==> config.mk <==
export PLATFORM = sky130hd
export DESIGN_NAME = jump_ctrl_flat
export DESIGN_NICKNAME = d
export VERILOG_FILES = /design/src/rtl/jump_ctrl_if.sv /design/src/rtl/jump_ctrl.sv /design/src/flat_wrapper.sv
export SDC_FILE = /design/constraint.sdc
export NUM_CORES = 1
export LEC_CHECK = 0
export CORE_MARGIN = 2
export CORE_UTILIZATION = 41
export CTS_BUF_LIST = sky130_fd_sc_hd__clkbuf_4 sky130_fd_sc_hd__clkbuf_8
export CTS_CLUSTER_DIAMETER = 80
export DETAILED_ROUTE_END_ITERATION = 10
export HOLD_SLACK_MARGIN = 0.06
export PLACE_DENSITY = 0.77
export SETUP_SLACK_MARGIN = 0.3
export SKIP_LAST_GASP = 1
export SLEW_MARGIN = 20
export SYNTH_ARGS = -nofsm -noshare
export SYNTH_HDL_FRONTEND = slang
export SYNTH_SLANG_ARGS = --single-unit
export TNS_END_PERCENT = 1
==> constraint.sdc <==
create_clock -name CLK -period 1.8 [get_ports CLK]
set_input_delay 0.36 -clock CLK [delete_from_list [all_inputs] [get_ports CLK]]
set_output_delay 0.36 -clock CLK [all_outputs]
set_load 0.05 [all_outputs]
==> src/rtl/jump_ctrl_if.sv <==
// Instruction-in / jump-control-out bundle between the fetch datapath and jump_ctrl.
// master = datapath side (drives Instr and flag writes), slave = jump_ctrl.
interface jump_ctrl_if #(
  parameter int PCW  = 16,
  parameter int IW   = 9,
  parameter int CNTW = 16
);
  logic [IW-1:0]   Instr;
  logic            Instr_Valid;
  logic            Flag_We;
  logic            Flag_In;
  logic            For_Jump;
  logic            Back_Jump;
  logic [PCW-1:0]  Offset;
  logic            Halt;
  logic            Squash;
  logic [CNTW-1:0] Instr_Count;
  logic [CNTW-1:0] Jump_Count;

  modport master (
    output Instr, Instr_Valid, Flag_We, Flag_In,
    input  For_Jump, Back_Jump, Offset, Halt, Squash, Instr_Count, Jump_Count
  );

  modport slave (
    input  Instr, Instr_Valid, Flag_We, Flag_In,
    output For_Jump, Back_Jump, Offset, Halt, Squash, Instr_Count, Jump_Count
  );
endinterface

==> src/rtl/jump_ctrl.sv <==
// Branch/halt decoder driving the PC's jump and freeze controls; outputs one cycle after decode.
// No backpressure: one instruction per cycle, bubbles via Instr_Valid, shadow slot squashed.
module jump_ctrl #(
  parameter int PCW  = 16,
  parameter int IW   = 9,
  parameter int CNTW = 16
) (
  input  logic       CLK,
  input  logic       Reset,
  jump_ctrl_if.slave bus
);

  typedef enum logic [1:0] {RUN, SHADOW, HALTED} state_t;

  state_t          state, state_nxt;
  logic            flag;
  logic            eff_flag;
  logic            is_branch;
  logic            is_halt;
  logic            taken;
  logic            decode;
  logic            fj_nxt;
  logic            bj_nxt;
  logic [PCW-1:0]  imm_ext;
  logic [PCW-1:0]  off_nxt;
  logic            for_jump_q;
  logic            back_jump_q;
  logic            halt_q;
  logic [PCW-1:0]  offset_q;
  logic [CNTW-1:0] icnt_q;
  logic [CNTW-1:0] jcnt_q;

  always_comb begin
    eff_flag  = bus.Flag_We ? bus.Flag_In : flag;
    is_branch = (bus.Instr[8:6] == 3'b111);
    is_halt   = (bus.Instr[8:0] == 9'd0);
    taken     = is_branch && (!bus.Instr[4] || eff_flag);
    decode    = (state == RUN) && bus.Instr_Valid;
    imm_ext   = PCW'(bus.Instr[3:0]);

    state_nxt = state;
    fj_nxt    = 1'b0;
    bj_nxt    = 1'b0;
    off_nxt   = '0;

    case (state)
      RUN: begin
        if (decode && taken) begin
          state_nxt = SHADOW;
          // PC has already advanced to N+1 when the pulse lands, so
          // forward needs d-1 and back needs d+1, with d = imm+1.
          if (bus.Instr[5]) begin
            bj_nxt  = 1'b1;
            off_nxt = imm_ext + PCW'(2);
          end else begin
            fj_nxt  = 1'b1;
            off_nxt = imm_ext;
          end
        end else if (decode && is_halt) begin
          state_nxt = HALTED;
        end
      end
      SHADOW:  state_nxt = RUN;
      HALTED:  state_nxt = HALTED;
      default: state_nxt = RUN;
    endcase
  end

  always_ff @(posedge CLK) begin
    if (Reset) begin
      state       <= RUN;
      flag        <= 1'b0;
      for_jump_q  <= 1'b0;
      back_jump_q <= 1'b0;
      offset_q    <= '0;
      halt_q      <= 1'b0;
      icnt_q      <= '0;
      jcnt_q      <= '0;
    end else begin
      state       <= state_nxt;
      for_jump_q  <= fj_nxt;
      back_jump_q <= bj_nxt;
      offset_q    <= off_nxt;
      halt_q      <= (state_nxt == HALTED);
      if (bus.Flag_We && (state != HALTED))
        flag <= bus.Flag_In;
      // Counters saturate rather than wrap so a long run never reads as short.
      if (bus.Instr_Valid && (state == RUN) && !(&icnt_q))
        icnt_q <= icnt_q + CNTW'(1);
      if (decode && taken && !(&jcnt_q))
        jcnt_q <= jcnt_q + CNTW'(1);
    end
  end

  assign bus.For_Jump    = for_jump_q;
  assign bus.Back_Jump   = back_jump_q;
  assign bus.Offset      = offset_q;
  assign bus.Halt        = halt_q;
  assign bus.Squash      = (state != RUN);
  assign bus.Instr_Count = icnt_q;
  assign bus.Jump_Count  = jcnt_q;

endmodule

==> src/flat_wrapper.sv <==
// flat-port wrapper written by rule: the top's interface ports become plain ports
module jump_ctrl_flat 
#(
  parameter int PCW  = 16,
  parameter int IW   = 9,
  parameter int CNTW = 16
)
  (CLK, Reset, bus_Instr, bus_Instr_Valid, bus_Flag_We, bus_Flag_In, bus_For_Jump, bus_Back_Jump, bus_Offset, bus_Halt, bus_Squash, bus_Instr_Count, bus_Jump_Count);
  jump_ctrl_if #(.PCW(PCW), .IW(IW), .CNTW(CNTW)) bus_i ();
  input  logic CLK;
  input  logic Reset;
  input wire logic [$bits(bus_i.Instr)-1:0] bus_Instr;
  input wire logic [$bits(bus_i.Instr_Valid)-1:0] bus_Instr_Valid;
  input wire logic [$bits(bus_i.Flag_We)-1:0] bus_Flag_We;
  input wire logic [$bits(bus_i.Flag_In)-1:0] bus_Flag_In;
  output wire logic [$bits(bus_i.For_Jump)-1:0] bus_For_Jump;
  output wire logic [$bits(bus_i.Back_Jump)-1:0] bus_Back_Jump;
  output wire logic [$bits(bus_i.Offset)-1:0] bus_Offset;
  output wire logic [$bits(bus_i.Halt)-1:0] bus_Halt;
  output wire logic [$bits(bus_i.Squash)-1:0] bus_Squash;
  output wire logic [$bits(bus_i.Instr_Count)-1:0] bus_Instr_Count;
  output wire logic [$bits(bus_i.Jump_Count)-1:0] bus_Jump_Count;
  assign bus_i.Instr = bus_Instr;
  assign bus_i.Instr_Valid = bus_Instr_Valid;
  assign bus_i.Flag_We = bus_Flag_We;
  assign bus_i.Flag_In = bus_Flag_In;
  assign bus_For_Jump = bus_i.For_Jump;
  assign bus_Back_Jump = bus_i.Back_Jump;
  assign bus_Offset = bus_i.Offset;
  assign bus_Halt = bus_i.Halt;
  assign bus_Squash = bus_i.Squash;
  assign bus_Instr_Count = bus_i.Instr_Count;
  assign bus_Jump_Count = bus_i.Jump_Count;
  jump_ctrl #(.PCW(PCW), .IW(IW), .CNTW(CNTW)) u_core (.CLK(CLK), .Reset(Reset), .bus(bus_i));
endmodule
Word-level counts from Yosys, hierarchy flattened --
Cells that the tools add are included.
Cells by class: add/subtract/negate cells 3, equality and inequality tests 4, multiplexer cells 7, bitwise operators 3, reductions and logical operators 18
Operator list (number):
- 16-bit by 1-bit adder with 16-bit output, second input constant | 2
- 16-bit AND reduction | 2
- 9-bit logical NOT | 1
- 1-bit logical AND | 7
- 4-bit by 2-bit adder with 5-bit output, second input constant | 1
- 2-bit == test, second input constant | 2
- 2-bit 2-to-1 mux | 2
- 4-bit 2-to-1 mux | 1
- 2-bit one-hot mux with 2 select lines | 1
- 4-bit OR reduction | 1
- 3-bit == test, second input constant | 1
- 1-bit logical NOT | 3
- 1-bit 2-to-1 mux | 3
- 1-bit NOT | 3
- 3-bit OR reduction | 1
- 2-bit logical NOT | 1
- 2-bit != test, second input constant | 1
- 2-bit nonzero test | 1
- 1-bit logical OR | 1
Storage, ports and cells: register bits 43, output and inout bits 52, word-level logic and storage cells 44

Longest topological paths before layout --
Gate-level depths: netlist (run 1).
depth in word-level cells 7, depth in mapped cells 7, depth with buffers taken out 6

Worst setup path after synthesis (run 1) --
No wires, ideal clock.
kind reg2reg, start point register u_core.icnt_q[0], in the netlist u_core.bus.Instr_Count[0], end point register u_core.icnt_q[12], in the netlist u_core.bus.Instr_Count[12], library setup time 0.071 ns, arrival time 2.210 ns, data required time 1.729 ns, path slack -0.481 ns, cell stages (with the launch flop) 6, buffers on the path 0, period minus slack after synthesis 2.281 ns, cells stage by stage dfxtp_1 -> ha_1 -> nor4bb_1 -> nand3_1 -> or4_1 -> a21oi_1
On the way: longest elaborated chain between the ends 3, elaborated cells between the ends (all ways) 4, classes of those cells add/sub: 1; reduce/logical: 3
Ends and longest elaborated chain:
- from (decl) | RTL line jump_ctrl.sv:30 | logic [CNTW-1:0] icnt_q;
- from (signal assigned) | RTL line jump_ctrl.sv:89 | icnt_q <= icnt_q + CNTW'(1);
- branches (longest 3 deep; another with 16-bit by 1-bit adder with 16-bit output)
Several ways; the timed one is not identified. A chain may end at the register's enable or synchronous reset.

Worst setup path in the final report (run 1) --
start point register u_core.state[0], end point register u_core.icnt_q[9], in the netlist u_core.bus.Instr_Count[9]
On the way: longest elaborated chain between the ends 3
Ends and longest elaborated chain:
- from (decl) | RTL line jump_ctrl.sv:15 | state_t state, state_nxt;
- from (signal assigned) | RTL line jump_ctrl.sv:80 | state <= state_nxt;
- 2-bit logical NOT | RTL line jump_ctrl.sv:88 | if (bus.Instr_Valid && (state == RUN) && !(&icnt_q))
- 1-bit logical AND (2 in a row) | RTL line jump_ctrl.sv:88
No other way between the ends.

==> impl_metrics.json, run 1 <==
{
  "synthArstFlopShare_pct": 0,
  "worst_setup_path_end_kind": "register",
  "grt_pass1_vias": 1731,
  "clk_pin_slew_worst_paths_ps": 80,
  "critPathRequiredTime_ps": 1980,
  "endpoint": "u_core.bus.Instr_Count[9]",
  "ys_seq_area_share_pct": 40.9,
  "dpl.hpwl_mm": 3.59,
  "finalCritPeriodShare_pct": 98.1,
  "die_x_um": 75.7,
  "netlist_area_um2": 2110,
  "synth.most_common_cell": "dfxtp_1",
  "synth-edff-count": 0,
  "synthCells": 244,
  "cap_violations": 0,
  "syn_area_per_cell_um2": 8.63,
  "peakVddDrop_mv": 0.355,
  "path_cells": "or3b_4 -> or3_4 -> buf_6 -> nor4b_4 -> xnor2_1 -> nor2_1",
  "gp_congestion": 0.790,
  "fmax_ghz": 0.566,
  "r2r_end": "u_core.bus.Instr_Count[9]",
  "pin_count": 66,
  "cp_slowest_cell": "or3b_4",
  "grt_pass1_wl_mm": 7.60,
  "final_nets": 344,
  "final.fill_count": 444,
  "ys_warn_count": 0,
  "crit_buf_inv": 1,
  "routed_wl_mm": 4.69,
  "port_buffers": 54,
  "cp_max_fo": 4,
  "reg2regPathDepth": 6,
  "layout_min_cycle_time_ps": 1770,
  "initial_core_util_pct": 41.8,
  "synth_ff_type": "dfxtp_1",
  "worstSetupPathType": "reg -> reg",
  "drt-pass1-iter-count": 4,
  "r2r_slack_ps": 30,
  "final_util_pct": 61.2,
  "crit_family": "simple AND/OR/NAND/NOR gates",
  "cp.depth": 6,
  "finalHoldViolCount": 0,
  "grt_antenna_before_repair": 0,
  "yosys.area.top_type": "dfxtp_1",
  "grt.total_usage_pct": 17.0,
  "cts_root_buffer": "clkbuf_8",
  "cts_buffers": 5,
  "power_density_nw_per_um2": 624,
  "worstSetupStartpointType": "register",
  "drive_gt1_share_pct": 39.0,
  "drc": 0,
  "synth.ff_latch_count": 43,
  "ant_nets": 0,
  "clkSinkCount": 43,
  "rr_startpoint": "u_core.state[0]",
  "cp-startpoint": "u_core.state[0]",
  "post_drt_wl_per_cell_um": 11.8,
  "hold_ws_ps": 378,
  "worstSkewPairLatency_ps": 290,
  "drt_iter0_markers": 134,
  "gr-total-overflow": 0,
  "leakage_nw": 1.24,
  "num_rows": 26,
  "design.die.area_um2": 5730,
  "outcome": "completed",
  "yosys-top-cells-count": "dfxtp_1, nor2_1, nand2_1",
  "holdCritPathClass": "in -> reg",
  "finalSetupViolCount": 0,
  "synth_top_area_share_pct": 40.9,
  "rsz0062_at_grt": "yes",
  "area_growth_pct": 46.6,
  "n_antenna_cell": 0,
  "yosys.cell_types.count": 42,
  "cts_buffer_depth": 2,
  "num_vias": 1958,
  "die_height_um": 75.7,
  "crit_path_max_incr_delay_ps": 420,
  "drv_slew": 0,
  "h-tree-depth": 2,
  "cts_tree": "done",
  "vias_per_cell": 4.92,
  "finClkSkew_ps": 7.03,
  "yosys-top-cells-area": "dfxtp_1, nor2_1, xor2_1",
  "crit_arrival_ps": 1940,
  "core_um2": 5040,
  "grt_max_degree": 26
}
cells by family after synthesis:
group           after synthesis  synth area share (%)
compound gates               22                  6.83
xor+xnor                     24                  9.98
other cells                   1                 0.178
flops                        43                  40.9
mux                           6                  2.85
simple gates                120                  30.7
fa+ha+maj                     3                  1.78
buf+inv                      25                  6.77
area by class of cell:
type / instances / area [um2] / area share (%)
multi-input combinational: 186 / 1250 / 40.5
clock buffer: 6 / 82.6 / 2.67
clock inverter: 2 / 35.0 / 1.13
timing repair buffer: 86 / 698 / 22.6
tap: 70 / 87.6 / 2.84
inverter: 5 / 18.8 / 0.608
sequential: 43 / 916 / 29.7
layer usage:
layer	wire (um)	up-vias	global-route usage, %
met2	2270	40	27.8
met5	0	-	0
met4	61	0	4.68
met3	199	7	4.23
li1	-	1004	-
met1	2160	907	22.4
stage by stage:
step	power (W)	cell area, um2	std cells	TNS, ps	setup WS [ps]
2_1_floorplan	0.00112	2300	254	0	5.32
3_3_place_gp	0.00117	2930	389	-12270	-528
3_5_place_dp	0.00117	2930	389	-13450	-566
4_1_cts	0.00194	3080	398	-108	-81.4
5_1_grt	0.00200	3090	398	-263	-55.0
6_report	0.00193	3090	398	0	34.5
sequential cells by signal, indices dropped and copies added (netlist names):
name                    flops
u_core.flag                 1
u_core.bus.Back_Jump        1
u_core.bus.For_Jump         1
u_core.state                2
u_core.bus.Halt             1
u_core.bus.Offset           5
u_core.bus.Jump_Count      16
u_core.bus.Instr_Count     16
worst min-delay path by stage:
| stage | startpoint | to | slack, ps | depth (start not counted) |
|---|---|---|---|---|
| 2_1_floorplan | u_core.flag | u_core.flag | 460 | 2 |
| 3_3_place_gp | u_core.bus.Instr_Count[4] | u_core.bus.Instr_Count[4] | 460 | 1 |
| 3_5_place_dp | u_core.bus.Instr_Count[4] | u_core.bus.Instr_Count[4] | 460 | 1 |
| 4_1_cts | u_core.bus.Instr_Count[4] | u_core.bus.Instr_Count[4] | 480 | 1 |
| 5_1_grt | bus_Flag_In | u_core.flag | 420 | 3 |
| 6_report | bus_Flag_In | u_core.flag | 380 | 3 |
report_power, final:
group          total (W)  internal, W  switching (W)  leakage [nW]
clock network   0.000778     0.000449       0.000329        0.0612
registers       0.000958     0.000950     0.00000787         0.363
logic           0.000191    0.0000666       0.000124         0.816
total            0.00193      0.00147       0.000461          1.24
worst register-to-register path: cells and delay by family, from the launching register on:
family	cells	cell delay (ps)
xor+xnor	1	150
buf+inv	1	150
flops	1	320
simple gates	4	1040
what timing repair did:
action,4_1_cts,5_1_grt
gates resized for setup,6,3
pin swaps,6,4
hold buffers,0,0
endpoints found under the setup margin,40,40
setup buffers,1,0
placed cells by master (no fill, tap or decap), types with 2 or more instances in the layout:
master,instances
nor4_4,3
and2_1,4
a31oi_1,4
o211ai_1,4
dfxtp_4,8
conb_1,11
and4_1,3
dfxtp_1,15
nand3_1,7
clkbuf_8,6
nor3_1,8
buf_4,71
nor2_1,40
xor2_1,13
or4_1,2
nand2_1,18
dlymetal6s2s_1,2
o21ai_1,3
clkdlybuf4s50_1,10
ha_1,3
mux2i_1,5
nand3_2,2
xnor2_1,11
nor3_2,2
dfxtp_2,20
and3_1,4
inv_1,4
a21oi_1,5
nor4b_4,2
nand4_1,11
o31ai_1,2
(Power assumes the default switching activity.)
==> run 2: changes to the inputs <==
CORE_MARGIN = not set   (was 2)
==> impl_metrics.json, run 2 (synthesis gave the netlist of run 1 again) <==
{
  "path_cells": "or3b_4 -> or3_1 -> buf_6 -> nor4b_4 -> xnor2_1 -> nor2_1",
  "peakVddDrop_mv": 0.330,
  "initial_core_util_pct": 43.7,
  "finalCritPeriodShare_pct": 98.9,
  "finClkSkew_ps": 11.7,
  "multi_input_area_um2": 1250,
  "hold_ws_ps": 476,
  "hp-start": "u_core.bus.Instr_Count[4]",
  "clk_pin_slew_worst_paths_ps": 90,
  "rr_startpoint": "u_core.state[0]",
  "layout_min_cycle_time_ps": 1780,
  "die_x_um": 73.7,
  "grt_pass1_wl_mm": 8.07,
  "grt_pass1_vias": 1798,
  "power_density_nw_per_um2": 593,
  "ant_nets": 0,
  "design.die.area_um2": 5430,
  "gp_congestion": 0.781,
  "h-tree-depth": 2,
  "drc": 0,
  "holdCritPathClass": "reg -> reg",
  "r2r_end": "u_core.bus.Instr_Count[7]",
  "worst_setup_path_end_kind": "register",
  "worstSetupStartpointType": "register",
  "final_area_um2": 3020,
  "drv_slew": 0,
  "drt-pass1-iter-count": 4,
  "port_buffers": 54,
  "critPathRequiredTime_ps": 1990,
  "grt_max_degree": 27,
  "vias_per_cell": 5.03,
  "hold_path_end": "u_core.bus.Instr_Count[4]",
  "crit_path_max_incr_delay_ps": 420,
  "gr-total-overflow": 0,
  "die_height_um": 73.7,
  "r2r_slack_ps": 20,
  "final_nets": 341,
  "finalHoldViolCount": 0,
  "cts_root_buffer": "clkbuf_8",
  "leakage_nw": 1.19,
  "crit_family": "simple AND/OR/NAND/NOR gates",
  "fmax_ghz": 0.562,
  "rsz0062_at_grt": "yes",
  "mostFrequentLayoutCell": "buf_4",
  "core_um2": 4820,
  "cts_tree": "done",
  "drive_gt1_share_pct": 38.2,
  "finalSetupViolCount": 0,
  "hold_depth": 1,
  "outcome": "completed",
  "dpl.hpwl_mm": 3.61,
  "area_growth_pct": 43.4,
  "final.fill_count": 440,
  "cp-startpoint": "u_core.state[0]",
  "cap_violations": 0,
  "cts_buffers": 5,
  "num_vias": 1971,
  "post_drt_wl_per_cell_um": 12.3,
  "cp_max_fo": 7,
  "worstSetupPathType": "reg -> reg",
  "cts_buffer_depth": 2,
  "crit_arrival_ps": 1970,
  "clkSinkCount": 43,
  "reg2regPathDepth": 6,
  "routed_wl_mm": 4.81,
  "regArea_um2": 916,
  "pin_count": 66,
  "num_rows": 25,
  "cp.depth": 6,
  "layout_common_cells": "buf_4, nor2_1, dfxtp_2",
  "n_antenna_cell": 0,
  "grt.total_usage_pct": 19.2,
  "place_area_um2": 2900,
  "worstSkewPairLatency_ps": 310,
  "cp_slowest_cell": "or3b_4",
  "drt_iter0_markers": 87,
  "fin_tns_setup_ps": 0,
  "crit_buf_inv": 1,
  "grt_antenna_before_repair": 0
}
==> run 2: layout make-up <==
class / instances / share of cell area [%]
Tap cell: 67 / 2.78
Sequential cell: 43 / 30.3
Clock inverter: 3 / 0.787
Timing Repair Buffer: 83 / 21.9
Inverter: 5 / 0.621
Clock buffer: 5 / 2.28
Multi-Input combinational cell: 186 / 41.3
==> run 2: worst max path at each step <==
| stage | endpoint | slack, ps |
|---|---|---|
| 3_5_place_dp | u_core.bus.Instr_Count[5] | -560 |
| 4_1_cts | u_core.bus.Instr_Count[9] | -30 |
| 3_3_place_gp | u_core.bus.Instr_Count[5] | -530 |
| 2_1_floorplan | u_core.bus.Instr_Count[12] | 5 |
| 6_report | u_core.bus.Instr_Count[7] | 20 |
| 5_1_grt | u_core.bus.Instr_Count[7] | -50 |
==> run 2: worst register-to-register path, cell delays in order, from the launching register on <==
cell,delay [ps]
dfxtp_2,330
or3b_4,420
or3_1,330
buf_6,160
nor4b_4,220
xnor2_1,150
nor2_1,50
==> run 2: where the power goes <==
group	internal [W]	leakage, nW	switching, W
combinational	0.0000668	0.782	0.000125
sequential	0.000950	0.363	0.00000696
clock	0.000279	0.0486	0.000364
==> run 2: stage by stage <==
| stage | instances | utilization [%] | total power, W | setup WS, ps |
|---|---|---|---|---|
| CTS | 392 | 62.4 | 0.00181 | -25.0 |
| detailed placement | 384 | 60.2 | 0.00117 | -562 |
| global route | 392 | 62.7 | 0.00186 | -48.9 |
| global placement | 384 | 60.2 | 0.00117 | -535 |
| floorplan | 254 | - | 0.00112 | 5.32 |
| finish | 392 | 62.7 | 0.00179 | 19.1 |
==> run 2: routing by layer <==
| metal | global-route usage, % | routed length [um] | share of wire [%] | vias to the layer above |
|---|---|---|---|---|
| li1 | - | - | - | 990 |
| met1 | 23.8 | 2190 | 45 | 922 |
| met2 | 32.6 | 2350 | 49 | 51 |
| met3 | 2.88 | 170 | 3.5 | 8 |
| met4 | 8.97 | 101 | 2.1 | 0 |
| met5 | 0 | 0 | 0 | - |
==> run 2: repair_timing <==
action	4_1_cts	5_1_grt
endpoints found under the setup margin	40	41
hold buffers	0	0
pin swaps	7	4
buffers inserted	0	0
resized for setup	4	3
==> run 3: changes to the inputs <==
SETUP_SLACK_MARGIN = 0.05   (was 0.3)
==> results of run 3 <==
Final layout, timing and power as in run 2 (identical DEF).
